===== src/rtl/seq_detect_param_if.sv =====
// Bus bundle for seq_detect_param: serial data, configuration strobe and
// the detector's result signals. The master drives data/config and reads
// results; the slave is the detector itself.
interface seq_detect_param_if #(
  parameter int MAX_LEN = 8,
  parameter int CNT_W   = 8,
  parameter int LEN_W   = 4
) ();
  logic               din_valid;
  logic               din;
  logic               cfg_load;
  logic [MAX_LEN-1:0] cfg_pattern;
  logic [LEN_W-1:0]   cfg_len;
  logic               cfg_overlap;
  logic               z;
  logic [CNT_W-1:0]   match_cnt;
  logic               cfg_err;

  modport master (
    output din_valid, din, cfg_load, cfg_pattern, cfg_len, cfg_overlap,
    input  z, match_cnt, cfg_err
  );

  modport slave (
    input  din_valid, din, cfg_load, cfg_pattern, cfg_len, cfg_overlap,
    output z, match_cnt, cfg_err
  );
endinterface


===== src/rtl/seq_detect_param.sv =====
// Runtime-configurable serial pattern detector. A history shift register
// holds the most recent MAX_LEN valid bits; a fill counter tracks how many
// of them belong to the current search window. The low cfg_len bits of the
// shifted history are compared against the shadowed pattern each valid bit.
// A match produces a one-cycle registered pulse on z and bumps a saturating
// match counter. Non-overlapping mode restarts the window after each match.
module seq_detect_param #(
  parameter int MAX_LEN = 8,
  parameter int CNT_W   = 8,
  parameter int LEN_W   = 4
) (
  input logic               clk,
  input logic               reset,
  seq_detect_param_if.slave bus
);

  localparam int                 FILL_W  = $clog2(MAX_LEN + 1);
  localparam logic [MAX_LEN-1:0] DEF_PAT = MAX_LEN'(32'h1B);
  localparam logic [LEN_W-1:0]   DEF_LEN = LEN_W'(5);
  localparam logic [FILL_W-1:0]  FILL_MAX = FILL_W'(MAX_LEN);

  // Active configuration (shadow registers)
  logic [MAX_LEN-1:0] pat_q;
  logic [LEN_W-1:0]   len_q;
  logic               ovl_q;

  // Detection state
  logic [MAX_LEN-1:0] hist_q;
  logic [FILL_W-1:0]  fill_q;
  logic               z_p1;
  logic [CNT_W-1:0]   cnt_q;

  // Combinational compare
  logic [MAX_LEN-1:0] hist_nxt;
  logic [MAX_LEN-1:0] mask;
  logic               len_bad;
  logic               enough;
  logic               hit_p0;

  // Length legality, next history, length mask and the match decision
  always_comb begin
    len_bad  = (32'(len_q) < 32'd2) || (32'(len_q) > 32'(MAX_LEN));
    hist_nxt = {hist_q[MAX_LEN-2:0], bus.din};
    mask     = '0;
    for (int i = 0; i < MAX_LEN; i++) begin
      mask[i] = (32'(i) < 32'(len_q));
    end
    enough = (32'(fill_q) + 32'd1) >= 32'(len_q);
    hit_p0 = bus.din_valid && !len_bad && enough &&
             (((hist_nxt ^ pat_q) & mask) == '0);
  end

  // Shadow configuration: defaults on reset, captured on cfg_load
  always_ff @(posedge clk) begin
    if (reset) begin
      pat_q <= DEF_PAT;
      len_q <= DEF_LEN;
      ovl_q <= 1'b1;
    end else if (bus.cfg_load) begin
      pat_q <= bus.cfg_pattern;
      len_q <= bus.cfg_len;
      ovl_q <= bus.cfg_overlap;
    end
  end

  // ---- stage p0 -> p1: history, fill, match pulse and counter ----
  // A cfg_load clears the search state and discards a same-cycle valid bit.
  always_ff @(posedge clk) begin
    if (reset || bus.cfg_load) begin
      hist_q <= '0;
      fill_q <= '0;
      z_p1   <= 1'b0;
      cnt_q  <= '0;
    end else begin
      z_p1 <= hit_p0;
      if (bus.din_valid) begin
        hist_q <= hist_nxt;
        if (hit_p0 && !ovl_q) begin
          fill_q <= '0;
        end else if (fill_q != FILL_MAX) begin
          fill_q <= fill_q + FILL_W'(1);
        end
      end
      if (hit_p0 && (cnt_q != '1)) begin
        cnt_q <= cnt_q + CNT_W'(1);
      end
    end
  end

  assign bus.z         = z_p1;
  assign bus.match_cnt = cnt_q;
  assign bus.cfg_err   = len_bad;

endmodule


===== src/flat_wrapper.sv =====
// flat-port wrapper written by rule: the top's interface ports become plain ports
module seq_detect_param_flat 
#(
  parameter int MAX_LEN = 8,
  parameter int CNT_W   = 8,
  parameter int LEN_W   = 4
)
  (clk, reset, bus_din_valid, bus_din, bus_cfg_load, bus_cfg_pattern, bus_cfg_len, bus_cfg_overlap, bus_z, bus_match_cnt, bus_cfg_err);
  seq_detect_param_if #(.MAX_LEN(MAX_LEN), .CNT_W(CNT_W), .LEN_W(LEN_W)) bus_i ();
  input logic clk;
  input logic reset;
  input wire logic [$bits(bus_i.din_valid)-1:0] bus_din_valid;
  input wire logic [$bits(bus_i.din)-1:0] bus_din;
  input wire logic [$bits(bus_i.cfg_load)-1:0] bus_cfg_load;
  input wire logic [$bits(bus_i.cfg_pattern)-1:0] bus_cfg_pattern;
  input wire logic [$bits(bus_i.cfg_len)-1:0] bus_cfg_len;
  input wire logic [$bits(bus_i.cfg_overlap)-1:0] bus_cfg_overlap;
  output wire logic [$bits(bus_i.z)-1:0] bus_z;
  output wire logic [$bits(bus_i.match_cnt)-1:0] bus_match_cnt;
  output wire logic [$bits(bus_i.cfg_err)-1:0] bus_cfg_err;
  assign bus_i.din_valid = bus_din_valid;
  assign bus_i.din = bus_din;
  assign bus_i.cfg_load = bus_cfg_load;
  assign bus_i.cfg_pattern = bus_cfg_pattern;
  assign bus_i.cfg_len = bus_cfg_len;
  assign bus_i.cfg_overlap = bus_cfg_overlap;
  assign bus_z = bus_i.z;
  assign bus_match_cnt = bus_i.match_cnt;
  assign bus_cfg_err = bus_i.cfg_err;
  seq_detect_param #(.MAX_LEN(MAX_LEN), .CNT_W(CNT_W), .LEN_W(LEN_W)) u_core (.clk(clk), .reset(reset), .bus(bus_i));
endmodule

===== config.mk =====
export PLATFORM = sky130hd
export DESIGN_NAME = seq_detect_param_flat
export DESIGN_NICKNAME = d
export VERILOG_FILES = /design/src/rtl/seq_detect_param_if.sv /design/src/rtl/seq_detect_param.sv /design/src/flat_wrapper.sv
export SDC_FILE = /design/constraint.sdc
export NUM_CORES = 1
export LEC_CHECK = 0
export ABC_CLOCK_PERIOD_IN_PS = 4950
export CAP_MARGIN = 10
export CORE_ASPECT_RATIO = 1.2
export CORE_UTILIZATION = 54
export DETAILED_ROUTE_END_ITERATION = 12
export PLACE_DENSITY = 0.8
export SLEW_MARGIN = 20
export SYNTH_ARGS = -nofsm -noshare
export SYNTH_HDL_FRONTEND = slang
export SYNTH_SLANG_ARGS = --single-unit

===== constraint.sdc =====
create_clock -name clk -period 4.95 [get_ports clk]
set_input_delay 0.99 -clock clk [delete_from_list [all_inputs] [get_ports clk]]
set_output_delay 0.99 -clock clk [all_outputs]
set_load 0.03 [all_outputs]

### Yosys cells after proc, flatten, opt, wreduce, memory -nomap -nowiden

Index checks and enable logic that the tools add are counted.

| cells by class | value |
|---|---|
| add/subtract/negate cells | 3 |
| $lt $le $gt $ge | 11 |
| equality and inequality tests | 2 |
| muxes and demuxes | 2 |
| bitwise gates (word level) | 2 |
| reduce and logical (&&, ||, !) cells | 12 |

Operator list:

| cell | number |
|---|---|
| $ge A32 B4 Y1 | 1 |
| $lt A3 B4 Y1 const A | 4 |
| $add A8 B1 Y8 const B | 1 |
| $and A8 B8 Y8 | 1 |
| $logic_not A8 Y1 | 1 |
| $lt A1 B4 Y1 const A | 2 |
| $lt A2 B4 Y1 const A | 2 |
| $mux W4 | 2 |
| $ne A8 B8 Y1 const B | 1 |
| $xor A8 B8 Y8 | 1 |
| $add A4 B1 Y5 const B | 1 |
| $logic_and A1 B1 Y1 | 5 |
| $add A4 B1 Y4 const B | 1 |
| $gt A4 B4 Y1 const B | 1 |
| $lt A4 B2 Y1 const B | 1 |
| $ne A4 B4 Y1 const B | 1 |
| $logic_not A1 Y1 | 2 |
| $logic_or A1 B1 Y1 | 2 |
| $reduce_and A2 Y1 | 1 |
| $reduce_bool A2 Y1 | 1 |

| word-level totals | value |
|---|---|
| register bits after elaboration | 33 |
| input port bits | 18 |
| output and inout port bits | 10 |
| word-level logic and storage cells | 39 |

### Longest topological paths before layout

Gate-level depths: netlist of run 1.

| depth | value |
|---|---|
| word-level depth | 9 |
| mapped depth | 8 |
| mapped depth without buffers | 8 |

### Worst setup path after synthesis of run 1

OpenSTA, ideal clock, no wires.

| timing path | value |
|---|---|
| path kind | input-to-reg |
| start | input bus_cfg_load |
| end | register u_core.cnt_q[2] (netlist: u_core.bus.match_cnt[2]) |
| arrival | 2.187 ns |
| required time | 4.890 ns |
| path slack | 2.703 ns |
| cell stages on the path | 5 |
| buffers on the path | 2 |
| path through | clkbuf_1 -> or2_2 -> clkbuf_1 -> or4_1 -> nand2_1 |

| between the ends | value |
|---|---|
| word-level cells in the longest chain between the ends | 1 |

Ends and longest elaborated chain:

| element | line | RTL |
|---|---|---|
| start, declared | flat_wrapper.sv:14 | `input wire logic [$bits(bus_i.cfg_load)-1:0] bus_cfg_load;` |
| $logic_or A1 B1 Y1 | seq_detect_param.sv:69 | `if (reset \|\| bus.cfg_load) begin` |
| end signal, assigned | seq_detect_param.sv:85 | `cnt_q <= cnt_q + CNT_W'(1);` |
| end, declared | seq_detect_param.sv:31 | `logic [CNT_W-1:0] cnt_q;` |

No other way between the ends.
A chain may end at the register's enable or synchronous reset.

### Worst setup path in the final report of run 1

| timing path | value |
|---|---|
| start | register u_core.len_q[3] |
| end | output bus_cfg_err |

| between the ends | value |
|---|---|
| word-level cells in the longest chain between the ends | 2 |
| elaborated cells between the ends (all ways) | 3 |
| classes of those cells | 2 x order compare; 1 x reduce/logical |

Ends and longest elaborated chain:

| element | line | RTL |
|---|---|---|
| start, declared | seq_detect_param.sv:24 | `logic [LEN_W-1:0] len_q;` |
| start signal, assigned | seq_detect_param.sv:61 | `len_q <= bus.cfg_len;` |
| $lt A4 B2 Y1 or $gt A4 B4 Y1 (tied branches) | seq_detect_param.sv:42 | `len_bad = (32'(len_q) < 32'd2) \|\| (32'(len_q) > 32'(MAX_LEN));` |
| $logic_or A1 B1 Y1 (*) | seq_detect_param.sv:42 |  |
| end, declared | flat_wrapper.sv:20 | `output wire logic [$bits(bus_i.cfg_err)-1:0] bus_cfg_err;` |

Mark *: on every way between the ends. The rest lies on a longest branch, timed or not.

==> impl_metrics.csv, run 1 <==
group,metric,value,unit
power,pwr-share-seq,0.586,
die,die_h,63.2,um
final_layout,n_antenna_cell,0,
routing,firstDrtPassIters,4,
die,coreArea,0.00289,mm^2
synth,synth_top_area_cell,"dfxtp_1",
grt,grt_antenna_before_repair,0,
die,die_area,0.00335,mm^2
clock_network,numCtsBuffers,5,
worst_setup_path,reg2reg_from,"u_core.fill_q[0]",
worst_setup_path,path_class,"reg -> out",
die,start_util,0.583,
clock_network,clockRootBuffer,"clkbuf_4",
synth,synth-compound-area-share,0.129,
run,maxCapViolations,0,
final_layout,final_common_cell,"dfxtp_1",
synth,ys.flop_type,"dfxtp_1",
grt,grt_usage,0.228,
synth,synthMuxAreaShare,0.119,
sta,final_hold_viol_count,0,
placement,dp_cells,236,
synth,synth_edf_count,0,
sta,finClkSkew,0.00908,ns
routing,antenna_left,0,
final_layout,drive_gt1_frac,0.0762,
final_layout,finalNonFillerCells,244,
synth,synth.distinct_cells,42,
routing,finalWirelength,3.30,mm
sta,period_needed,3.10,ns
synth,synth_top_area_share,0.392,
synth,post_synth_fa_ha_maj_area_fraction,0.0520,
sta,fmax,323,MHz
worst_hold_path,hold_class,"reg -> reg",
final_layout,area_growth,19.1,%
grt,grt_max_degree,18,
synth,synthesis.instances,184,
worst_setup_path,worstSetupStartpointType,"register",
placement,place.detailed.hpwl,2.55,mm
power,p_leak,0.795,nW
synth,synthXorXnorAreaFrac,0.0572,
sta,setup_viol,0,
power,power.share.switching,0.255,
sta,drv_slew,0,
power,p_per_area,240,mW/mm^2
sta,period_share,0.626,
placement,gp_congestion,0.804,
worst_setup_path,cp-end-kind,"primary output",
power,p_int,359,uW
synth,synth_area,0.00168,mm^2
power,clock_power_share,0.293,
synth,synth_top_family_by_area,"simple AND/OR/NAND/NOR gates",
grt,grt_pass1_vias,1335,
power,p_switching,123,uW
power,p_comb_frac,0.122,
clock_network,cts_tree,"done",
placement,port_buffers,27,
routing,viasPerCell,5.46,
clock_network,clock_latency,0.33,ns
worst_setup_path,cp-startpoint,"u_core.len_q[3]",
clock_network,cts_resized,0,
sta,worst_pin_slew,0.819,ns
die,die_w,53.0,um
worst_hold_path,hold_start,"u_core.pat_q[4]",
synth,seq_area_frac_synth,0.392,
sta,max_slew_margin,0.452,
clock_network,cts.sinks,33,
routing,drc_errors,0,
clock_network,ctsHoldBuffers,0,
synth,synthArstFlopShare,0,
run_status,outcome,"completed",
grt,grt_remaining_overflow,0,
clock_network,cts.clk_slew.worst_paths,0.09,ns
worst_setup_path,arrival,2.11,ns
clock_network,htreeDepth,2,
synth,yosysWarnings,0,
final_layout,nets,234,
worst_setup_path,path_max_fanout,12,
routing,drt_iter0_drc,22,
synth,synthSimpleGateAreaFrac,0.210,
die,ios,28,
routing,routedWlPerCell,13.5,um
routing,num_vias,1333,
clock_network,ctsLongestPathBuffers,2,
worst_setup_path,cp.required,3.96,ns
clock_network,postCtsSetupBuffers,0,
power,ir_drop,0.214,mV
synth,avgSynthCellArea,9.15,um^2
sta,rsz0062_at_grt,"false",
synth,synth_seq_cells,33,
die,rows,21,
final_layout,layout_common_cells,"33 x dfxtp_1, 27 x clkdlybuf4s50_1, 22 x nor2_1",
synth,syn-num-nets,209,
synth,synthTopCellsByArea,"dfxtp_1 39%, mux2i_1 12%, ha_1 5.2%, nor2_1 4.9%, xnor2_1 3.6%",
grt,grt_first_pass_wirelength,5.64,mm
sta,setup-tns-final,0,ns
-- logic make-up (layout without fill, tap and decap cells) --
| group | count (synthesis) | count (layout) |
|---|---|---|
| AOI/OAI and AO/OA | 29 | 29 |
| xor gates and xnor gates | 11 | 11 |
| adders and majority gates | 7 | 7 |
| buffers and inverters | 16 | 42 |
| DFF | 33 | 33 |
| muxes | 20 | 20 |
| and+or+nand+nor | 68 | 68 |
-- stage by stage --
step | instance area [um^2] | worst slack (ns) | power (mW) | hold WS [ns] | util
floorplan | 1680 | 2.70 | 0.325 | 0.442 | -
global placement | 1950 | 1.80 | 0.345 | 0.478 | 0.676
detailed placement | 1950 | 1.74 | 0.347 | 0.497 | 0.676
CTS | 2010 | 1.85 | 0.486 | 0.510 | 0.694
global route | 2010 | 1.77 | 0.505 | 0.535 | 0.694
finish | 2010 | 1.85 | 0.482 | 0.513 | 0.694
-- synth_stat cells (2+ instances only) --
cell type and instances:
dfxtp_1 33, nor2_1 22, mux2i_1 20, nand2_1 13, ha_1 7, xnor2_1 7, clkbuf_1 6, inv_1 6
nand3_1 6, nor3_1 6, o21ai_0 5, a211oi_1 4, nor4_1 4, xor2_1 4, a21oi_1 3, o211ai_1 3
o21a_1 3, a31oi_1 2, and3_1 2, nand2b_1 2, nand4_1 2, o31a_1 2, or2_2 2, or3_1 2
-- per-layer routing --
layer | track usage | part of all wire | vias to the layer above
met3 | 0.0531 | 0.027 | 5
li1 | - | - | 703
met4 | 0.0987 | 0.017 | 0
met5 | 0 | 0 | -
met2 | 0.381 | 0.51 | 17
met1 | 0.267 | 0.45 | 608
-- area by class of cell --
| type | instances | area [um^2] |
|---|---|---|
| multi-input combinational | 135 | 955 |
| fill | 236 | 885 |
| sequential | 33 | 661 |
| timing repair buffer | 27 | 270 |
| tap | 34 | 42.5 |
| clock buffer | 6 | 41.3 |
| inverter | 7 | 26.3 |
| clock inverter | 2 | 10.0 |
-- state kept, by name (all words and copies together) (netlist names) --
register / cells
u_core.len_q: 4
u_core.bus.z: 1
u_core.hist_q: 7
u_core.fill_q: 4
u_core.ovl_q: 1
u_core.bus.match_cnt: 8
u_core.pat_q: 8
-- path summary, 6_finish.rpt --
check | slack [ns] | cells past startpoint | to
setup reg to reg | 2.61 | 8 | u_core.bus.match_cnt[5]
setup / recovery | 1.85 | 3 | bus_cfg_err
hold reg to reg | 0.51 | 2 | u_core.pat_q[4]
hold / removal | 0.51 | 2 | u_core.pat_q[4]
-- power groups by stage --
stage               Combinational (mW)  Sequential (mW)  Clock (mW)
CTS                             0.0593            0.282       0.145
floorplan                       0.0422            0.283           0
global placement                0.0569            0.288           0
global route                    0.0649            0.283       0.156
detailed placement              0.0591            0.288           0
finish                          0.0586            0.282       0.141
-- worst max-delay path: stages, from the launching register on --
cell and delay [ns]:
dfxtp_1 0.56, or4b_4 0.52, o21a_1 0.12, clkdlybuf4s50_1 0.58
Note: power is estimated with default switching activity, not from simulation.
==> inputs of run 2 (changes only) <==
ABC_CLOCK_PERIOD_IN_PS = 2960   (was 4950)
CORE_UTILIZATION = 52   (was 54)
PLACE_DENSITY = 0.77   (was 0.8)
clock period = 2.96 ns   (was 4.95 ns; I/O delays follow)
==> run 2 against run 1 <==
Net effect:
- utilization is 3.4 points lower
- worst hold slack worse by 0.0062 ns
- clock power up 80%
- die area rose by 3.7%
- sequential cell count unchanged
- sequential power increased by 67%
- clock skew decreased by 0.0031 ns
- first-iteration DRC count grew to 2.5 times the previous value
- count of clock-buffer cells in the layout is 1 higher
- combinational power up 74%
- non-clock buffer count up 3
- largest power group unchanged
- highest routed layer unchanged
==> impl_metrics.csv, run 2 (synthesis gave the netlist of run 1 again) <==
group,metric,value,unit
grt,grt_first_pass_wirelength,5.65,mm
final_layout,finalNonFillerCells,248,
placement,dp_cells,241,
sta,drv_slew,0,
sta,worst_pin_slew,0.367,ns
grt,grt_max_degree,18,
worst_setup_path,worstSetupStartpointType,"register",
routing,antenna_left,0,
grt,grt_usage,0.231,
clock_network,ctsHoldBuffers,0,
clock_network,cts.clk_slew.worst_paths,0.09,ns
die,ios,28,
worst_setup_path,path_max_fanout,12,
routing,num_vias,1410,
die,die_area,0.00347,mm^2
final_layout,area_growth,20.8,%
sta,final_hold_viol_count,0,
routing,drt_iter0_drc,55,
routing,drc_errors,0,
worst_setup_path,cp.required,2.37,ns
power,p_per_area,407,mW/mm^2
routing,viasPerCell,5.69,
power,ir_drop,0.328,mV
clock_network,cts.sinks,33,
clock_network,cts_tree,"done",
clock_network,htreeDepth,2,
die,start_util,0.546,
worst_setup_path,arrival,2.10,ns
routing,finalWirelength,3.44,mm
die,rows,22,
sta,finClkSkew,0.00602,ns
placement,port_buffers,27,
sta,timing.hold.ws,0.507,ns
sta,period_needed,2.70,ns
run_status,outcome,"completed",
clock_network,clock_latency,0.33,ns
sta,fmax,371,MHz
final_layout,nets,237,
run,maxCapViolations,0,
placement,place.detailed.hpwl,2.51,mm
clock_network,clockRootBuffer,"clkbuf_4",
grt,grt_remaining_overflow,0,
routing,firstDrtPassIters,5,
worst_setup_path,cp-end-kind,"primary output",
clock_network,postCtsSetupBuffers,0,
sta,setup_viol,0,
final_layout,layout_common_cells,"33 x dfxtp_1, 27 x clkdlybuf4s50_1, 22 x nor2_1",
placement,gp_congestion,0.820,
clock_network,ctsLongestPathBuffers,2,
final_layout,n_antenna_cell,0,
clock_network,numCtsBuffers,5,
sta,rsz0062_at_grt,"false",
final_layout,fill_cells,261,
die,die_h,64.3,um
grt,grt_pass1_vias,1345,
sta,setup-tns-final,0,ns
grt,grt_antenna_before_repair,0,
worst_setup_path,path_class,"reg -> out",
power,p_leak,0.809,nW
die,die_w,54.0,um
sta,period_share,0.911,
final_layout,drive_gt1_frac,0.0849,
sta,max_slew_margin,0.754,
routing,routedWlPerCell,13.9,um
worst_hold_path,hold_class,"reg -> reg",
clock_network,cts_resized,0,
die,coreArea,0.00308,mm^2
final_layout,final_common_cell,"dfxtp_1",
run 2: worst max-delay path: stages (launching register included):
cell,delay [ns]
dfxtp_1,0.55
or4b_4,0.52
o21a_1,0.12
clkdlybuf4s50_1,0.58
run 2: path summary, 6_finish.rpt:
kind	slack, ns	end	cells after the start	from
max	0.26	bus_cfg_err	3	u_core.len_q[3]
max reg2reg	0.62	u_core.bus.match_cnt[3]	8	u_core.fill_q[0]
min	0.51	u_core.pat_q[1]	2	u_core.pat_q[1]
min reg2reg	0.51	u_core.pat_q[1]	2	u_core.pat_q[1]
run 2: area by class of cell:
type	count	area [um^2]	share of cell area
inverter	7	26.3	0.0129
tap	36	45.0	0.0221
sequential	33	661	0.325
clock buffer	7	55.1	0.0271
multi-input combinational	135	955	0.469
timing repair buffer	30	293	0.144
run 2: metal layers:
| metal | track usage | vias up | wire length, um |
|---|---|---|---|
| met1 | 0.267 | 668 | 1500 |
| met4 | 0.0789 | 0 | 17 |
| li1 | - | 706 | - |
| met2 | 0.381 | 34 | 1780 |
| met5 | 0 | - | 0 |
| met3 | 0.0786 | 2 | 143 |
run 2: per-stage QoR:
stage	total power, mW	cell area (um^2)	utilization	worst slack (ns)
global placement	0.581	1980	0.642	0.536
floorplan	0.544	1680	-	0.863
CTS	0.837	2030	0.660	0.248
global route	0.868	2030	0.660	0.168
detailed placement	0.584	1980	0.642	0.469
finish	0.828	2030	0.660	0.263
run 2: where the power goes:
group	leakage (nW)	internal [mW]	switching (mW)
registers	0.269	0.456	0.0151
logic	0.509	0.0555	0.0469
clock network	0.0314	0.112	0.142
total	0.809	0.623	0.204
